[src/rtl/axis_pkg.sv]
// Shared types and constants for the AXI-stream ingress path.
//   ingress_state_t : frame-policing FSM states
//   ERR_BIT         : tuser bit carrying the error flag
package axis_pkg;

  typedef enum logic [0:0] {
    PASS = 1'b0,
    DROP = 1'b1
  } ingress_state_t;

  localparam int unsigned ERR_BIT = 0;

endpackage

[src/rtl/axis_skid_buffer.sv]
// Two-entry AXI-stream register slice: an output register backed by one skid register.
// Both the forward path (out_*) and the backward path (in_ready) are registered.
// Ports:
//   clk, rst                              : clock, asynchronous active-high reset
//   in_data/in_last/in_user/in_valid      : upstream beat
//   in_ready                              : registered ready, high when the skid entry is free
//   out_data/out_last/out_user/out_valid  : downstream beat (output register)
//   out_ready                             : downstream ready
module axis_skid_buffer #(
  parameter int unsigned DATA_WIDTH = 8,
  parameter int unsigned USER_WIDTH = 1
) (
  input  logic                  clk,
  input  logic                  rst,
  input  logic [DATA_WIDTH-1:0] in_data,
  input  logic                  in_last,
  input  logic [USER_WIDTH-1:0] in_user,
  input  logic                  in_valid,
  output logic                  in_ready,
  output logic [DATA_WIDTH-1:0] out_data,
  output logic                  out_last,
  output logic [USER_WIDTH-1:0] out_user,
  output logic                  out_valid,
  input  logic                  out_ready
);

  localparam int unsigned PayloadWidth = DATA_WIDTH + 1 + USER_WIDTH;

  logic [PayloadWidth-1:0] in_pl;
  logic [PayloadWidth-1:0] out_pl_q, out_pl_d;
  logic [PayloadWidth-1:0] skid_pl_q, skid_pl_d;
  logic                    out_valid_q, out_valid_d;
  logic                    skid_valid_q, skid_valid_d;
  logic                    ready_q;
  logic                    in_fire;

  assign in_pl   = {in_data, in_last, in_user};
  assign in_fire = in_valid && ready_q;

  always_comb begin
    out_valid_d  = out_valid_q;
    out_pl_d     = out_pl_q;
    skid_valid_d = skid_valid_q;
    skid_pl_d    = skid_pl_q;
    if (!out_valid_q || out_ready) begin
      // Output slot frees up: the skid entry (older) has priority. While the skid is
      // full ready_q is low, so no new beat can arrive in the same cycle.
      if (skid_valid_q) begin
        out_valid_d  = 1'b1;
        out_pl_d     = skid_pl_q;
        skid_valid_d = 1'b0;
      end else if (in_fire) begin
        out_valid_d = 1'b1;
        out_pl_d    = in_pl;
      end else begin
        out_valid_d = 1'b0;
      end
    end else if (in_fire) begin
      skid_valid_d = 1'b1;
      skid_pl_d    = in_pl;
    end
  end

  always_ff @(posedge clk or posedge rst) begin
    if (rst) begin
      out_valid_q  <= 1'b0;
      out_pl_q     <= '0;
      skid_valid_q <= 1'b0;
      ready_q      <= 1'b0;
    end else begin
      out_valid_q  <= out_valid_d;
      out_pl_q     <= out_pl_d;
      skid_valid_q <= skid_valid_d;
      ready_q      <= !skid_valid_d;
    end
  end

  // Skid payload is qualified by skid_valid_q, so it needs no reset.
  always_ff @(posedge clk) begin
    skid_pl_q <= skid_pl_d;
  end

  assign in_ready                       = ready_q;
  assign out_valid                      = out_valid_q;
  assign {out_data, out_last, out_user} = out_pl_q;

endmodule

[src/rtl/axis_ingress.sv]
// AXI-stream ingress boundary with per-frame length policing.
// Beats pass through a registered skid buffer. Frames longer than MAX_FRAME_BEATS are cut
// at the limit: the last kept beat gets tlast=1 and tuser[ERR_BIT]=1, the rest is dropped.
// Ports:
//   clk, rst                              : clock, asynchronous active-high reset
//   s_tdata/s_tvalid/s_tlast/s_tuser      : external stream in
//   s_tready                              : registered ready to the external source
//   m_tdata/m_tvalid/m_tlast/m_tuser      : registered stream to the parser
//   m_tready                              : parser ready
//   frame_cnt                             : frames accepted into the buffer (wraps)
//   trunc_cnt                             : truncated frames (saturates)
module axis_ingress
  import axis_pkg::*;
#(
  parameter int unsigned DATA_WIDTH      = 8,
  parameter int unsigned USER_WIDTH      = 1,
  parameter int unsigned MAX_FRAME_BEATS = 1522
) (
  input  logic                  clk,
  input  logic                  rst,
  input  logic [DATA_WIDTH-1:0] s_tdata,
  input  logic                  s_tvalid,
  output logic                  s_tready,
  input  logic                  s_tlast,
  input  logic [USER_WIDTH-1:0] s_tuser,
  output logic [DATA_WIDTH-1:0] m_tdata,
  output logic                  m_tvalid,
  input  logic                  m_tready,
  output logic                  m_tlast,
  output logic [USER_WIDTH-1:0] m_tuser,
  output logic [31:0]           frame_cnt,
  output logic [15:0]           trunc_cnt
);

  localparam int unsigned CntWidth = $clog2(MAX_FRAME_BEATS + 1);
  localparam logic [CntWidth-1:0] LastIdx = CntWidth'(MAX_FRAME_BEATS - 1);

  ingress_state_t        state_q;
  logic [CntWidth-1:0]   beat_cnt_q;
  logic                  buf_ready;
  logic                  buf_valid;
  logic                  buf_last;
  logic [USER_WIDTH-1:0] buf_user;
  logic                  accept;
  logic                  at_max;
  logic                  overflow;

  // Both terms are flops. In DROP the source is always drained; in PASS the skid's
  // registered ready reflects whether a beat can still be absorbed.
  assign s_tready = (state_q == DROP) || buf_ready;
  assign accept   = s_tvalid && s_tready;
  assign at_max   = (beat_cnt_q == LastIdx);
  assign overflow = at_max && !s_tlast;
  assign buf_valid = accept && (state_q == PASS);

  always_comb begin
    buf_last = s_tlast | overflow;
    buf_user = s_tuser;
    if (overflow) begin
      buf_user[ERR_BIT] = 1'b1;
    end
  end

  always_ff @(posedge clk or posedge rst) begin
    if (rst) begin
      state_q    <= PASS;
      beat_cnt_q <= '0;
      frame_cnt  <= '0;
      trunc_cnt  <= '0;
    end else if (accept) begin
      unique case (state_q)
        PASS: begin
          if (s_tlast || at_max) begin
            beat_cnt_q <= '0;
            frame_cnt  <= frame_cnt + 32'd1;
            if (overflow) begin
              state_q <= DROP;
              if (trunc_cnt != 16'hFFFF) begin
                trunc_cnt <= trunc_cnt + 16'd1;
              end
            end
          end else begin
            beat_cnt_q <= beat_cnt_q + CntWidth'(1);
          end
        end
        DROP: begin
          if (s_tlast) begin
            beat_cnt_q <= '0;
            state_q    <= PASS;
          end
        end
        default: state_q <= PASS;
      endcase
    end
  end

  axis_skid_buffer #(
    .DATA_WIDTH(DATA_WIDTH),
    .USER_WIDTH(USER_WIDTH)
  ) u_skid (
    .clk      (clk),
    .rst      (rst),
    .in_data  (s_tdata),
    .in_last  (buf_last),
    .in_user  (buf_user),
    .in_valid (buf_valid),
    .in_ready (buf_ready),
    .out_data (m_tdata),
    .out_last (m_tlast),
    .out_user (m_tuser),
    .out_valid(m_tvalid),
    .out_ready(m_tready)
  );

endmodule

[config.mk]
export PLATFORM = sky130hd
export DESIGN_NAME = axis_ingress
export DESIGN_NICKNAME = d
export VERILOG_FILES = /design/src/rtl/axis_pkg.sv /design/src/rtl/axis_skid_buffer.sv /design/src/rtl/axis_ingress.sv
export SDC_FILE = /design/constraint.sdc
export NUM_CORES = 1
export LEC_CHECK = 0
export ABC_AREA = 1
export BUFFER_PORTS_ARGS = -buffer_cell sky130_fd_sc_hd__buf_2
export CAP_MARGIN = 20
export CORE_ASPECT_RATIO = 1.5
export CORE_MARGIN = 4
export CORE_UTILIZATION = 58
export CTS_BUF_LIST = sky130_fd_sc_hd__clkbuf_8
export DETAILED_ROUTE_END_ITERATION = 6
export PLACE_DENSITY = 0.82
export SYNTH_ARGS = -nofsm -noshare
export SYNTH_HDL_FRONTEND = slang
export SYNTH_SLANG_ARGS = --single-unit
[constraint.sdc]
create_clock -name clk -period 3.2 [get_ports clk]
set_clock_uncertainty 0.15 [all_clocks]
set_input_delay 0.32 -clock clk [delete_from_list [all_inputs] [get_ports clk]]
set_output_delay 0.32 -clock clk [all_outputs]
set_load 0.05 [all_outputs]
**Yosys cells after proc, flatten, opt, wreduce, memory -nomap -nowiden**

Cells that the tools add are included.

- Add/sub/neg operators: 3
- Multiply operators: 0
- Divide/modulo/power cells: 0
- $lt $le $gt $ge: 0
- Equal/unequal tests: 3
- Shift operators: 0
- Mux-type cells: 14
- Bitwise gates (word level): 3
- Reduce and logical (&&, ||, !) cells: 16

Operator list:

| cell | number |
|---|---|
| adder 32 x 1 -> 32 bit, second input constant | 1 |
| two-way mux 11 bit | 2 |
| case mux 11 bit (2 select lines) | 1 |
| two-way mux 10 bit | 2 |
| adder 16 x 1 -> 16 bit, second input constant | 1 |
| != test 16 bit, second input constant | 1 |
| adder 11 x 1 -> 11 bit, second input constant | 1 |
| equality test 11 bit, second input constant | 1 |
| two-way mux 1 bit | 8 |
| AND reduction 2 bit | 3 |
| AND reduction 5 bit | 1 |
| logical AND 1 bit | 4 |
| logical NOT 1 bit | 3 |
| logical OR 1 bit | 3 |
| AND reduction 3 bit | 1 |
| != test 2 bit, second input constant | 1 |
| inverter 1 bit | 2 |
| case mux 1 bit (2 select lines) | 1 |
| nonzero test 2 bit | 1 |
| OR 1 bit | 1 |

- Register bits after elaboration: 83
- Latch bits: 0
- RAM bits: 0
- ROM bits: 0
- Input bits: 14
- Output and inout port bits: 60
- Word-level logic and storage cells: 48
- Memories: 0

**Depth between registers and ports, before layout**

Gate-level depths: netlist of run 1.

- Word-level depth: 7
- Gate-level depth with buffers: 12
- Gate-level depth less buffers: 11

**Hierarchy**

From an unflattened synthesis of run 1, not the netlist that was laid out.

- Cells, all modules: 611
- Area total of the unflattened synthesis: 4764.6 µm²

Modules (own cells, without submodules):

| module | times used | cells an instance | area each (µm²) | sequential area each (µm²) |
|---|---|---|---|---|
| axis_ingress | 1 | 512 | 3753.6 | 1501.4 |
| axis_skid_buffer | 1 | 99 | 1011.0 | 625.6 |

**Worst setup path after synthesis of run 1**

OpenSTA, ideal clock, no wires.

- Path kind: register to register
- From: register trunc_cnt[0]
- To: register trunc_cnt[0]
- Library setup time: 0.145 ns
- Arrival: 1.753 ns
- Required time: 2.905 ns
- Slack: 1.151 ns
- Stages on the path, launching flop included: 9
- Buffers on the path: 1
- Clock period less this slack: 2.049 ns
- Cell sequence: dfrtp_1 -> ha_1 -> nand2_1 -> nor2_2 -> nand3_1 -> nor2_1 -> nor2_1 -> buf_2 -> xor2_1

- Cells in the longest elaborated chain, start to end: 2
- Elaborated cells on any way between the ends: 3
- Those cells by class: add/sub: 1; eq/ne: 1; reduce/logical: 1

Ends and longest elaborated chain:

| item | line | source |
|---|---|---|
| start: declaration | axis_ingress.sv:32 | `output logic [15:0] trunc_cnt` |
| start signal: assignment | axis_ingress.sv:79 | `trunc_cnt <= trunc_cnt + 16'd1;` |
| branches (longest 2 deep; another with adder 16 x 1 -> 16 bit) | n/a |  |

Several ways; the timed one is not identified.
A chain may end at the register's enable or synchronous reset.

**Worst setup path after layout of run 1**

- From: register beat_cnt_q[0]
- To: register frame_cnt[30]

- Cells in the longest elaborated chain, start to end: 3

Ends and longest elaborated chain:

| item | line | source |
|---|---|---|
| start: declaration | axis_ingress.sv:39 | `logic [CntWidth-1:0] beat_cnt_q;` |
| start signal: assignment | axis_ingress.sv:83 | `beat_cnt_q <= beat_cnt_q + CntWidth'(1);` |
| equality test 11 bit | axis_ingress.sv:52 | `assign at_max = (beat_cnt_q == LastIdx);` |
| logical OR 1 bit | axis_ingress.sv:73 | `if (s_tlast \|\| at_max) begin` |
| AND reduction 3 bit (no line) | n/a |  |
| end signal: assignment | axis_ingress.sv:75 | `frame_cnt <= frame_cnt + 32'd1;` |
| end: declaration | axis_ingress.sv:31 | `output logic [31:0] frame_cnt,` |

Every way passes these cells.

==> summary by stage, run 1 <==
Critical path
The kind of end point of the critical path is a flop. At the worst endpoint, the required time is 3.29 ns. The worst register-to-register path has a depth of 9. The worst setup path is launched from a flop. The endpoint arrival time on the critical path is 2.43 ns.

By startpoint and endpoint, the worst setup path is classified as reg2reg. In this run the worst path has a maximum fanout of 30.

Power
The static leakage is 2.508 nW. Per report_power, the clock group accounts for a little under a third of the total. The maximum vdd drop is roughly 380 uV. In this run the power spent charging and discharging nets is 0.9410 mW. The internal power component is 1.660 mW. The relative contribution of sequential cells to total power is a little under half. The switching power share of the total is 36.18%. The part of the total power dissipated in combinational logic is 22.3%. For this design the ratio of total power to cell area is roughly 500 nW/um^2.

Finish
Of the cells placed in the final design, the portion with a size suffix greater than 1 is 15.60%. The repair_antennas step left the layout with diodes totalling 0. The growth of design area from synthesis to finish is 16.91%. After the last flow step, the layout net total stands at 686. The final core utilization is 70.76%.

Job
The number of max-cap violations is 0.

Clock network
The TritonCTS clock tree is yes. The root cell of the clock tree is clkbuf_8. Post-CTS timing repair inserted 0 buffers for setup.

The clock passes through at most 2 buffers. The latest clock arrival within the worst-skew pair is about 0.37 ns. The clock sink count is 83. The H-tree depth is 3.

The total clock buffers created by CTS is 9. The clock transition at the register clock pins on the worst setup and hold paths after CTS is 0.10 ns.

Floorplan
Once the floorplan was initialized, standard cells occupied 60.53% of the core. In this run the core area contains 38 standard-cell rows. The die is a little under 80 um wide. The area of the die is 9132 um^2. 74 I/O pins were placed. The floorplan step set the die height to 115.1 um. The area inside the core boundary is 7322 um^2.

Timing
In the final timing run, aggregate negative setup slack is 0 ns. The final-report max-slew violation count is 0. Static timing analysis puts the maximum clock frequency at 427.1 MHz.

The total setup violations reported at the end of the flow is 0. The normalized max-slew margin is between 40% and 50%. In the finished design, the share of the clock period the worst path needs comes to between 70% and 80%.

The final-report hold violation count is 0. The final critical delay including setup and external delays is 2.341 ns. For the pin with the worst max-slew slack, the measured transition is 0.8417 ns.

Setup repair after global routing left no endpoint under its margin.

Synth
The sequential fraction of the synthesis area is 48.00%. After synthesis, the mean cell area works out to 7.641 um^2. The number of synthesis warnings is 0. Synthesis instantiated 32 different standard cells from the library. The cell area that synthesis handed to floorplanning was roughly 4400 um^2. The largest total area in the synthesized netlist belongs to dfrtp_1. The top-area cell type share of the netlist area is between 40 and 50%. The library cell with the highest instance count after synthesis is nand2_1.

After synthesis, the cell types taking the most area are dfrtp_1 41%, nand2_1 18%, nor2_1 7.8%, edfxtp_1 6.8%, xor2_1 4.9%. The number of enable flip-flop cells after synthesis is 10. The number of nets produced by synthesis is 598. The commonest cells after synthesis are 208 x nand2_1, 92 x nor2_1, 73 x dfrtp_1. The post-synthesis async set-or-reset flop share is between 80 and 90%.

The register bit total from synthesis is 83. After technology mapping, the gate count stands at 580. For this run, the leading register cell type out of synthesis is dfrtp_1.

GRT
The wire length of the first global-routing pass is about 17 mm. The global-route congestion overflow total is 0. The via count of the first global-routing pass is 4019.

The initial antenna violation count is 0. Global routing consumed, over all layers together, 23.85% of the routing resources. Entering global routing, the biggest net connects 33 pins.

Status
The flow ran to the end, and the final reports show no timing, DRC or antenna violations.

Routing
The via total after detailed routing is 4011. The first-iteration detailed-routing DRC count is 181. In this run the remaining antenna-violating nets after routing total 0. In the final routed layout, each cell accounts on average for 13.23 um. In the routed layout, each cell is associated on average with a via count of 5.189. Wires add up to 10.23 mm. Before antenna repair, the detailed router went through 4 iterations.

For this run, design rule violations remaining after detail routing come to 0.

Worst hold path
The worst hold path depth is 3. The type of the tightest min-delay check is in2reg.

Placed design
The HPWL after detailed placement is 7.696 mm. Input and output buffers added on the ports amount to 73. The placer congestion estimate is 0.9164.
## power by group through the flow
stage / sequential, mW / combinational (mW) / clock, mW
CTS: 1.24 / 0.585 / 0.788
detailed placement: 1.26 / 0.574 / 0
global route: 1.25 / 0.620 / 0.834
floorplan: 1.50 / 0.186 / 0
finish: 1.24 / 0.580 / 0.779
global placement: 1.26 / 0.562 / 0
## state kept, by name (all words and copies together) (netlist names)
name and flops:
u_skid.out_pl_q 10, u_skid.skid_pl_q 10, u_skid.out_valid 1, u_skid.skid_valid_q 1, u_skid.in_ready 1, beat_cnt_q 11, frame_cnt 32, state_q 1
trunc_cnt 16
## timing repair
| action | CTS | global route |
|---|---|---|
| endpoints found under the hold margin | 39 | 0 |
| hold buffers | 10 | 0 |
| resized for setup | 0 | 0 |
## worst paths after layout
kind | from | to | slack, ns
setup / recovery | beat_cnt_q[0] | frame_cnt[30] | 0.86
hold / removal | s_tuser | u_skid.skid_pl_q[0] | 0.1
setup reg to reg | beat_cnt_q[0] | frame_cnt[30] | 0.86
hold reg to reg | u_skid.out_pl_q[1] | u_skid.out_pl_q[1] | 0.35
max in group asynchronous | rst | frame_cnt[4] | 1.71
min in group asynchronous | rst | frame_cnt[19] | 0.44
## worst max-delay path, cell delays in order, from the launching register on
cell and delay, ns:
dfrtp_1 0.43, ha_1 0.23, nand2_1 0.07, nor2_2 0.05
nand3_2 0.10, nand2_4 0.09, nand2_4 0.30, clkinv_1 0.48
nand2_1 0.20, o21ai_0 0.10
## cell type report
cell class                 instances  area, um^2
multi-input combinational        434        2039
fill                             621        2141
sequential                        83        2127
inverter                          54       202.7
timing repair buffer              86       488.0
clock buffer                       9       123.9
tap                              100       125.1
clock inverter                     7       75.07
## routing by layer
layer,vias to the layer above,GRT usage (%),share of wire (%),wire (um)
met1,1879,25.41,38,3863
li1,1998,-,-,-
met4,0,14.56,4.2,428
met5,-,0,0,0
met2,100,43.70,54,5480
met3,34,3.527,4.4,454
## stage by stage
stage	power [mW]	cells	worst slack, ns	area (um^2)	hold slack, ns
global placement	1.819	746	0.8580	4875	0.3025
detailed placement	1.837	746	0.7049	4875	0.3112
global route	2.707	773	0.6696	5181	0.1109
finish	2.601	773	0.8588	5181	0.09990
CTS	2.614	772	0.6985	5174	0.08685
floorplan	1.689	580	0.8767	4432	0.2673
## cell families (layout without fill, tap and decap cells)
family | count (synthesis) | count (layout) | share of synthesized area, %
buf+inv | 63 | 156 | 5.985
simple gates | 366 | 366 | 34.56
flops | 83 | 83 | 48.00
compound gates | 36 | 36 | 4.800
xor+xnor | 28 | 28 | 5.534
fa+ha+maj | 4 | 4 | 1.129
## layout by cell type, fill, tap and decap left out
cell / Yosys / layout
nand2_1: 208 / 208
nor2_1: 92 / 92
dfrtp_1: 73 / 73
buf_2: 2 / 73
inv_1: 53 / 53
nand3_1: 30 / 30
xor2_1: 25 / 25
o21ai_0: 15 / 15
nand3b_1: 13 / 13
dlygate4sd3_1: 0 / 10
edfxtp_1: 10 / 10
clkbuf_8: 0 / 9
a31oi_1: 8 / 8
nand4_1: 6 / 6
nor3_1: 6 / 6
o22ai_1: 5 / 5
nor2_2: 4 / 4
ha_1: 4 / 4
o21ai_2: 3 / 3
xnor2_1: 3 / 3
inv_6: 0 / 3
buf_4: 3 / 3
nand2_4: 2 / 2
a21oi_1: 2 / 2
clkinvlp_4: 0 / 2
nand2_2: 1 / 1
nand3_2: 1 / 1
clkinv_1: 1 / 1
o21a_1: 1 / 1
or2_2: 1 / 1
inv_2: 0 / 1
o21ai_1: 1 / 1
nor4b_1: 1 / 1
o31ai_1: 1 / 1
nor2_4: 1 / 1
bufinv_16: 0 / 1
Note: power is estimated with default switching activity, not from simulation.
==> inputs of run 2 (changes only) <==
==> constraint.sdc (replaced) <==
create_clock -name clk -period 2.2 [get_ports clk]
set_clock_uncertainty 0.15 [all_clocks]
set_input_delay 0.22 -clock clk [delete_from_list [all_inputs] [get_ports clk]]
set_output_delay 0.22 -clock clk [all_outputs]
set_load 0.05 [all_outputs]
==> run 2 against run 1 <==
Against the previous run: clock power increased by 40%; non-clock buffer count is 29 higher; core utilization increased by 3.5 points; global-route usage rose by 2.4 points; count of clock-buffer cells in the layout stayed put; hold slack worse by 0.044 ns; critical endpoint is now frame_cnt[20]; largest cell class unchanged.
==> summary by stage, run 2 (synthesized netlist as in run 1, its figures left out) <==
Routing
The number of nets with antenna violations after routing is 0. For this run, the detailed router's first-pass iteration total came to 5. For this run, design rule violations remaining after detail routing come to 0.

After detailed routing, the average wire length per cell comes to 13.73 um. Dividing the detail-routed via count by the number of cells gives 5.209. The routed layout has 4178 vias. Wires add up to approximately 11 mm. The first-iteration detailed-routing DRC count is ~150.

Placed design
At the placement stage, the worst setup path has a slack of -0.2027 ns. Input and output buffers added on the ports amount to 73. Routability-driven placement finished with a final weighted congestion of 0.9308. The HPWL after detailed placement is 8.119 mm.

Summing all placed instances gives a cell area of slightly above 5000 um^2.

Finish
The area growth from synthesis to layout is 22.70%. The number of antenna diodes in the final layout is 0. The net total in the final layout is 715. In the layout the commonest cells are 208 x nand2_1, 90 x nor2_1, 73 x dfrtp_1, 73 x buf_2, 53 x inv_1. The most common cell after layout, fill and taps aside is nand2_1. The largest registers in the layout are frame_cnt x32, trunc_cnt x16, beat_cnt_q x11.

The flip-flop count of the largest register after layout is 32. The final standard cell area without fillers is between 5000 and 6000 um^2. At the end of the flow the core is filled with cells to 74.27%.

frame_cnt holds more flip-flops than any other register. Of the cells placed in the final design, the portion with a size suffix greater than 1 is 19.09%.

Timing
Derived from the worst setup path, the maximum achievable clock frequency is slightly below 500 MHz. The normalized max-slew margin is 58.93%. The slew of the pin with the lowest slew margin is about 0.61 ns.

The final-report max-slew violation count is 0. Across all hold checks on the routed design, the worst slack comes to 0.05614 ns. The smallest setup slack after layout is 0.1583 ns. The total setup violations reported at the end of the flow is 0.

Setup repair after global routing left no endpoint under its margin. The final critical delay including setup and external delays is 2.042 ns. The final-report hold violation count is 0. The final period utilization is between 90 and 100%.

Clock network
The maximum buffer depth of the clock tree is 2. Clock-pin slew was measured on the worst setup and hold paths at 0.09 ns. The clock sink count is 83. The latest clock arrival within the worst-skew pair is 0.36 ns.

The H-tree was split into 3 levels. The total clock buffers created by CTS is 9. TritonCTS built the clock tree. The root cell of the clock tree is clkbuf_8. The number of setup buffers added after CTS is 0.

Critical path
In this run the worst path has a maximum fanout of 22. The launch instance of the worst register-to-register path is beat_cnt_q[1]. The type of the worst setup path is reg2reg. The kind of end point of the critical path is a flop. The worst setup path is launched from a flop. The critical path starts at beat_cnt_q[1].

STA puts the critical path data required time at about 2.3 ns. The endpoint identified for the worst register-to-register timing path is frame_cnt[20]. The depth of the worst register-to-register path is 13. The endpoint arrival time on the critical path is between 2 and 2.5 ns. The worst setup slack for register-to-register paths is 0.16 ns.

In this run the worst setup path terminates at frame_cnt[20].

GRT
The total routing usage reported by global routing is about a quarter. The global-route congestion overflow total is 0. Entering global routing, the biggest net connects between 40 and 50 pins. The initial antenna violation count is 0. The via count of the first global-routing pass is 4254. The first global-routing pass estimated around 19 mm of wire.

Status
The run finished with clean final reports.

Job
The tool flagged a number of max-cap violations equal to 0.

Floorplan
The area of the die is approximately 9000 um^2. The floorplan step defined a core boundary enclosing 7322 um^2. The starting utilization of the core area is about three fifths.

The count of pins on the block boundary is 74. The die span in x is between 70 and 80 um. The die is 115.1 um tall. The number of standard-cell rows in the floorplan is 38.

Power
In this run the power density over the cells is 699.0 nW/um^2. The maximum vdd drop is approximately 500 uV. The overall power consumption is between 3 and 4 mW. The static leakage is 2.658 nW.

Worst hold path
The worst hold path begins at m_tready. The type of the tightest min-delay check is in2reg.
-- run 2: cell count changes in the layout (fill, tap and decap cells not counted), sizes merged --
cell         delta
inv             -3
clkinvlp        -1
buf            +28
clkinv          +4
dlygate4sd3     +1
-- run 2: cell type report --
type	count	area [um^2]
fill	610	1884
timing repair buffer	115	728.2
multi-input combinational	434	2058
sequential	83	2127
inverter	54	206.4
tap	100	125.1
clock buffer	9	123.9
clock inverter	7	68.82
-- run 2: power breakdown --
part           internal (mW)  total (mW)  leakage (nW)  switching, mW
clock                  0.523        1.09         0.102          0.571
combinational          0.239       0.909          1.50          0.670
sequential              1.68        1.80          1.06          0.117
-- run 2: timing repair --
| item | 4_1_cts | 5_1_grt |
|---|---|---|
| resized for setup | 1 | 5 |
| endpoints found under the hold margin | 43 | 0 |
| hold buffers | 11 | 0 |
| setup endpoints to repair | 11 | 18 |
| pin swaps | 0 | 1 |
-- run 2: worst max-delay path, cell delays in order (launching register included) --
cell	delay, ns
dfrtp_1	0.38
inv_1	0.08
ha_1	0.18
nand2_1	0.07
nor2_2	0.12
buf_4	0.12
nand3_2	0.10
nand2_4	0.13
nand2_8	0.14
clkinv_1	0.08
buf_6	0.17
nand2_1	0.08
nand2_1	0.07
nand2_1	0.05
-- run 2: worst min-delay path by stage --
stage / endpoint / depth (start not counted)
2_1_floorplan: state_q / 1
3_3_place_gp: frame_cnt[31] / 2
3_5_place_dp: frame_cnt[31] / 2
4_1_cts: u_skid.skid_valid_q / 4
5_1_grt: u_skid.skid_valid_q / 4
6_report: u_skid.out_valid / 4
-- run 2: metrics by stage --
stage | setup TNS (ns) | std cells
final | 0 | 802
after detailed placement | -1.892 | 775
after CTS | 0 | 802
after floorplan | 0 | 580
after global placement | -0.3259 | 775
after global routing | 0 | 802
-- run 2: layer usage --
metal  up-vias  part of all wire (%)  GRT usage [%]
li1       2057                     -              -
met1      1944                    37          26.93
met2       141                    55          48.31
met3        36                   4.8          4.859
met4         0                   3.9          16.63
met5         -                     0              0
==> inputs of run 3 (changes only) <==
--- a/config.mk
+++ b/config.mk
@@ -10,10 +10,11 @@
 export CAP_MARGIN = 20
 export CORE_ASPECT_RATIO = 1.5
 export CORE_MARGIN = 4
-export CORE_UTILIZATION = 58
+export CORE_UTILIZATION = 53
 export CTS_BUF_LIST = sky130_fd_sc_hd__clkbuf_8
 export DETAILED_ROUTE_END_ITERATION = 6
-export PLACE_DENSITY = 0.82
+export PLACE_DENSITY = 0.78
 export SYNTH_ARGS = -nofsm -noshare
 export SYNTH_HDL_FRONTEND = slang
+export SYNTH_HIERARCHICAL = 1
 export SYNTH_SLANG_ARGS = --single-unit
==> constraint.sdc (replaced) <==
create_clock -name clk -period 1.7 [get_ports clk]
set_clock_uncertainty 0.15 [all_clocks]
set_input_delay 0.17 -clock clk [delete_from_list [all_inputs] [get_ports clk]]
set_output_delay 0.17 -clock clk [all_outputs]
set_load 0.05 [all_outputs]
==> run 3 against run 2 <==
Against the previous run: combinational power increased by 87%; the flow now finishes with violations (negative setup slack); worst setup slack got worse by 0.31 ns; via count increased by 9.0%; routed wire length increased by 17%; largest power group unchanged; critical path type unchanged; first-iteration DRC count increased by 86%; total power increased by 44%.
==> summary by stage, run 3 <==
Clock network
Buffers inserted during clock tree synthesis total 9. The root cell of the clock tree is clkbuf_8. The H-tree depth is 3. The clock drives 83 sinks.

Clock-pin slew was measured on the worst setup and hold paths at roughly 0.09 ns. The latest clock arrival within the worst-skew pair is 0.36 ns. TritonCTS built the clock tree. The clock passes through at most 2 buffers.

Synth
The cell type contributing the most total cell area after synthesis is dfrtp_1. The synthesized design contains 10 enable-type register cells. The number of synthesis warnings is 6. In the synthesized netlist the async set-or-reset flop fraction comes to 87.95%. The most used flip-flop cell after synthesis is dfrtp_1.

Synthesis produced a netlist with a net count of 629. The register bit total from synthesis is 83. The number of instances in the synthesized netlist is 611. Sequential elements use 44.64% of the synthesized area.

The mapped netlist covers 4765 um^2. Sorting the synthesized cells by area gives the leading types as dfrtp_1 38%, nand2_1 18%, edfxtp_1 6.3%, nor2_1 5.7%, nand3_1 4.2%. In this run, distinct cell masters in the synthesized netlist total 32. The top-area cell type share of the netlist area is 38.34%.

nand2_1 is the most common cell in the netlist. The per-instance average area after synthesis is around 8 um^2. In the synthesized netlist, the cells that appear most often are 232 x nand2_1, 73 x dfrtp_1, 72 x nor2_1.

Finish
Leaving out fill and tap cells, the most frequent cell in the layout is nand2_1. More flip-flops sit in one register than any other, and that register is frame_cnt. The number of antenna diodes in the final layout is 0.

The post-route netlist has 37.65% of its cells at a drive strength greater than 1. The largest registers in the layout are frame_cnt x32, trunc_cnt x16, beat_cnt_q x11. The flip-flop count of the largest register after layout is 32. The filler cell count in the final layout is around 630. In the final design database the tool counted 770 nets. The top cell types in the final layout, fill and taps aside, are 222 x nand2_1, 72 x buf_2, 61 x nor2_1.

The growth of design area from synthesis to finish is 34.87%. The final standard cell area without fillers is 6426 um^2.

Timing
The final-report max-slew violation count is 0. For this run, the top clock speed supported by timing is around 540 MHz. The setup TNS after final layout is -3.705 ns. The routed design could run at a clock period as short as 1.848 ns. Setup repair after global routing could not meet its margin everywhere.

For the pin with the worst max-slew slack, the measured transition is 0.5048 ns. The final-report hold violation count was 0. The smallest setup slack after layout is -0.1482 ns. Setup violations remaining at the end of the flow were counted as 50. The normalized max-slew margin is around 66%. In the finished design, the share of the clock period the worst path needs comes to 108.7%.

Status
The checks that failed: negative setup slack. The run finished, with violations left.

Routing
The detail route stage leaves a number of antenna-violating nets equal to 0. The via total after detailed routing is 4554. The final routed wire length divided by cell count is 14.80 um. Using the TritonRoute via totals, the vias-per-cell ratio works out to ~5.3. The detailed router finished its first iteration with 270 violations. The wire length reported by the detailed router is 12.84 mm. In the routed design, unresolved DRC markers number 0. The iteration count of the initial detailed-routing pass is 6.

Critical path
The standard cell with the maximum stage delay on the critical path is dfrtp_1. Traced cell by cell, the critical path runs through inv_2, ha_4, nand2_2, nor2_2, nand3_2, nand2_4, buf_6, nand2_4, nor2_4, buf_12, nand3_2, nand2_1. The number of buffers and inverters on the critical path is 3. Broken down by cell family, the worst path's largest delay share belongs to simple AND/OR/NAND/NOR gates. The type of the worst setup path is reg2reg. In this run the worst path has a maximum fanout of 7. The endpoint arrival time on the critical path is 1.99 ns. The kind of end point of the critical path is a flop. The required time of the worst setup path is 1.84 ns. STA classifies the critical path startpoint as a flop. The largest stage delay on the critical path is 0.39 ns.

Placed design
Summing all placed instances gives a cell area of roughly 5600 um^2. The placer congestion estimate is roughly 0.88. During placement, the flow inserted port buffers numbering 73. Once detailed placement completed, the half-perimeter wirelength came to 8.788 mm.

GRT
The initial antenna violation count is 0. Summed over all layers, the global routing overflow is 0. The first global-routing pass estimated 20.63 mm of wire. The total routing usage reported by global routing is 24.39%. Entering global routing, the biggest net connects between 50 and 60 pins. The via count of the first global-routing pass is 4535.

Job
The number of max-cap violations is 0.

Power
VDD sags by at most 961.1 uV. The power density over the cells is 850.3 nW/um^2. The static leakage is 3.001 nW.

Floorplan
The floorplan step set the die height to 124.1 um. The die covers 10600 um^2. The count of pins on the block boundary is 74. Measured along the x axis, the die boundary spans 85.42 um. The starting utilization of the core area is 54.29%. Row generation in the floorplan step produced 42 rows.

After floorplanning, the core was sized to cover just under 9000 um^2.

Worst hold path
In this run the worst hold path is classified as in2reg.
-- run 3: changes by cell type after synthesis, moves of 10 or more --
cell | previous run | this run
nand2_1 | 208 | 232
nand3_1 | 30 | 40
nor2_1 | 92 | 72
nand2_2 | 1 | 13
-- run 3: layout make-up --
cell class	count	area, um^2	area share, %
multi-input cells	467	2695	41.94
clock buffers	9	123.9	1.928
clock inverters	7	61.31	0.9541
well taps	110	137.6	2.142
flip-flops and latches	83	2168	33.74
inverters	54	220.2	3.427
repair buffers	137	1020	15.87
-- run 3: path summary, 6_finish.rpt --
check / startpoint / to / cells past startpoint / slack [ns]
setup reg to reg: beat_cnt_q[1] / trunc_cnt[8] / 12 / -0.15
min in group asynchronous: rst / trunc_cnt[0] / 3 / 0.11
hold reg to reg: u_skid/out_pl_q[0] / u_skid/out_pl_q[0] / 2 / 0.33
setup / recovery: beat_cnt_q[1] / trunc_cnt[8] / 12 / -0.15
max in group asynchronous: rst / frame_cnt[2] / 4 / 0.77
hold / removal: m_tready / u_skid/skid_valid_q / 4 / 0.05
-- run 3: kinds of logic (layout without fill, tap and decap cells) --
family	Yosys count	in the layout	synth area share [%]
AND/OR/NAND/NOR	412	413	38.97
AO/OA/AOI/OAI	18	18	2.074
adder cells (fa/ha/maj)	4	4	1.050
XOR/XNOR	32	32	7.143
buffers and inverters	62	207	6.119
flip-flops	83	83	44.64
-- run 3: metrics by stage --
step | hold slack, ns | util (%) | worst slack, ns | power [mW] | std cells
2_1_floorplan | -0.1031 | - | 0.002676 | 3.511 | 611
3_3_place_gp | -0.08215 | 64.30 | -0.1025 | 3.864 | 831
3_5_place_dp | -0.07665 | 64.30 | -0.1771 | 3.898 | 831
4_1_cts | 0.01919 | 70.54 | -0.07835 | 5.385 | 861
5_1_grt | 0.05248 | 73.23 | -0.2154 | 5.721 | 867
6_report | 0.05016 | 73.23 | -0.1482 | 5.464 | 867
-- run 3: report_power, final --
| group | total (mW) | switching (mW) | internal, mW | leakage (nW) |
|---|---|---|---|---|
| Clock | 1.39 | 0.722 | 0.663 | 0.100 |
| Sequential | 2.38 | 0.161 | 2.22 | 1.02 |
| Combinational | 1.70 | 1.19 | 0.504 | 1.88 |
-- run 3: timing repair --
item,in CTS,in global routing
endpoints found under the hold margin,88,0
gates cloned,2,0
pin swaps,22,22
endpoints found under the setup margin,56,79
setup buffers,2,7
gates resized for setup,49,41
hold buffers,10,0
-- run 3: metal layers --
metal / track usage [%] / wire length (um) / vias to the layer above
met3: 4.567 / 637 / 39
met2: 44.99 / 7109 / 164
met1: 26.51 / 4645 / 2167
li1: - / - / 2184
met4: 11.98 / 442 / 0
met5: 0 / 0 / -
-- run 3: worst min-delay path: cells and delay by family --
kind	cells	cell delay [ns]
AND/OR/NAND/NOR	2	0.24
buffers and inverters	2	0.12
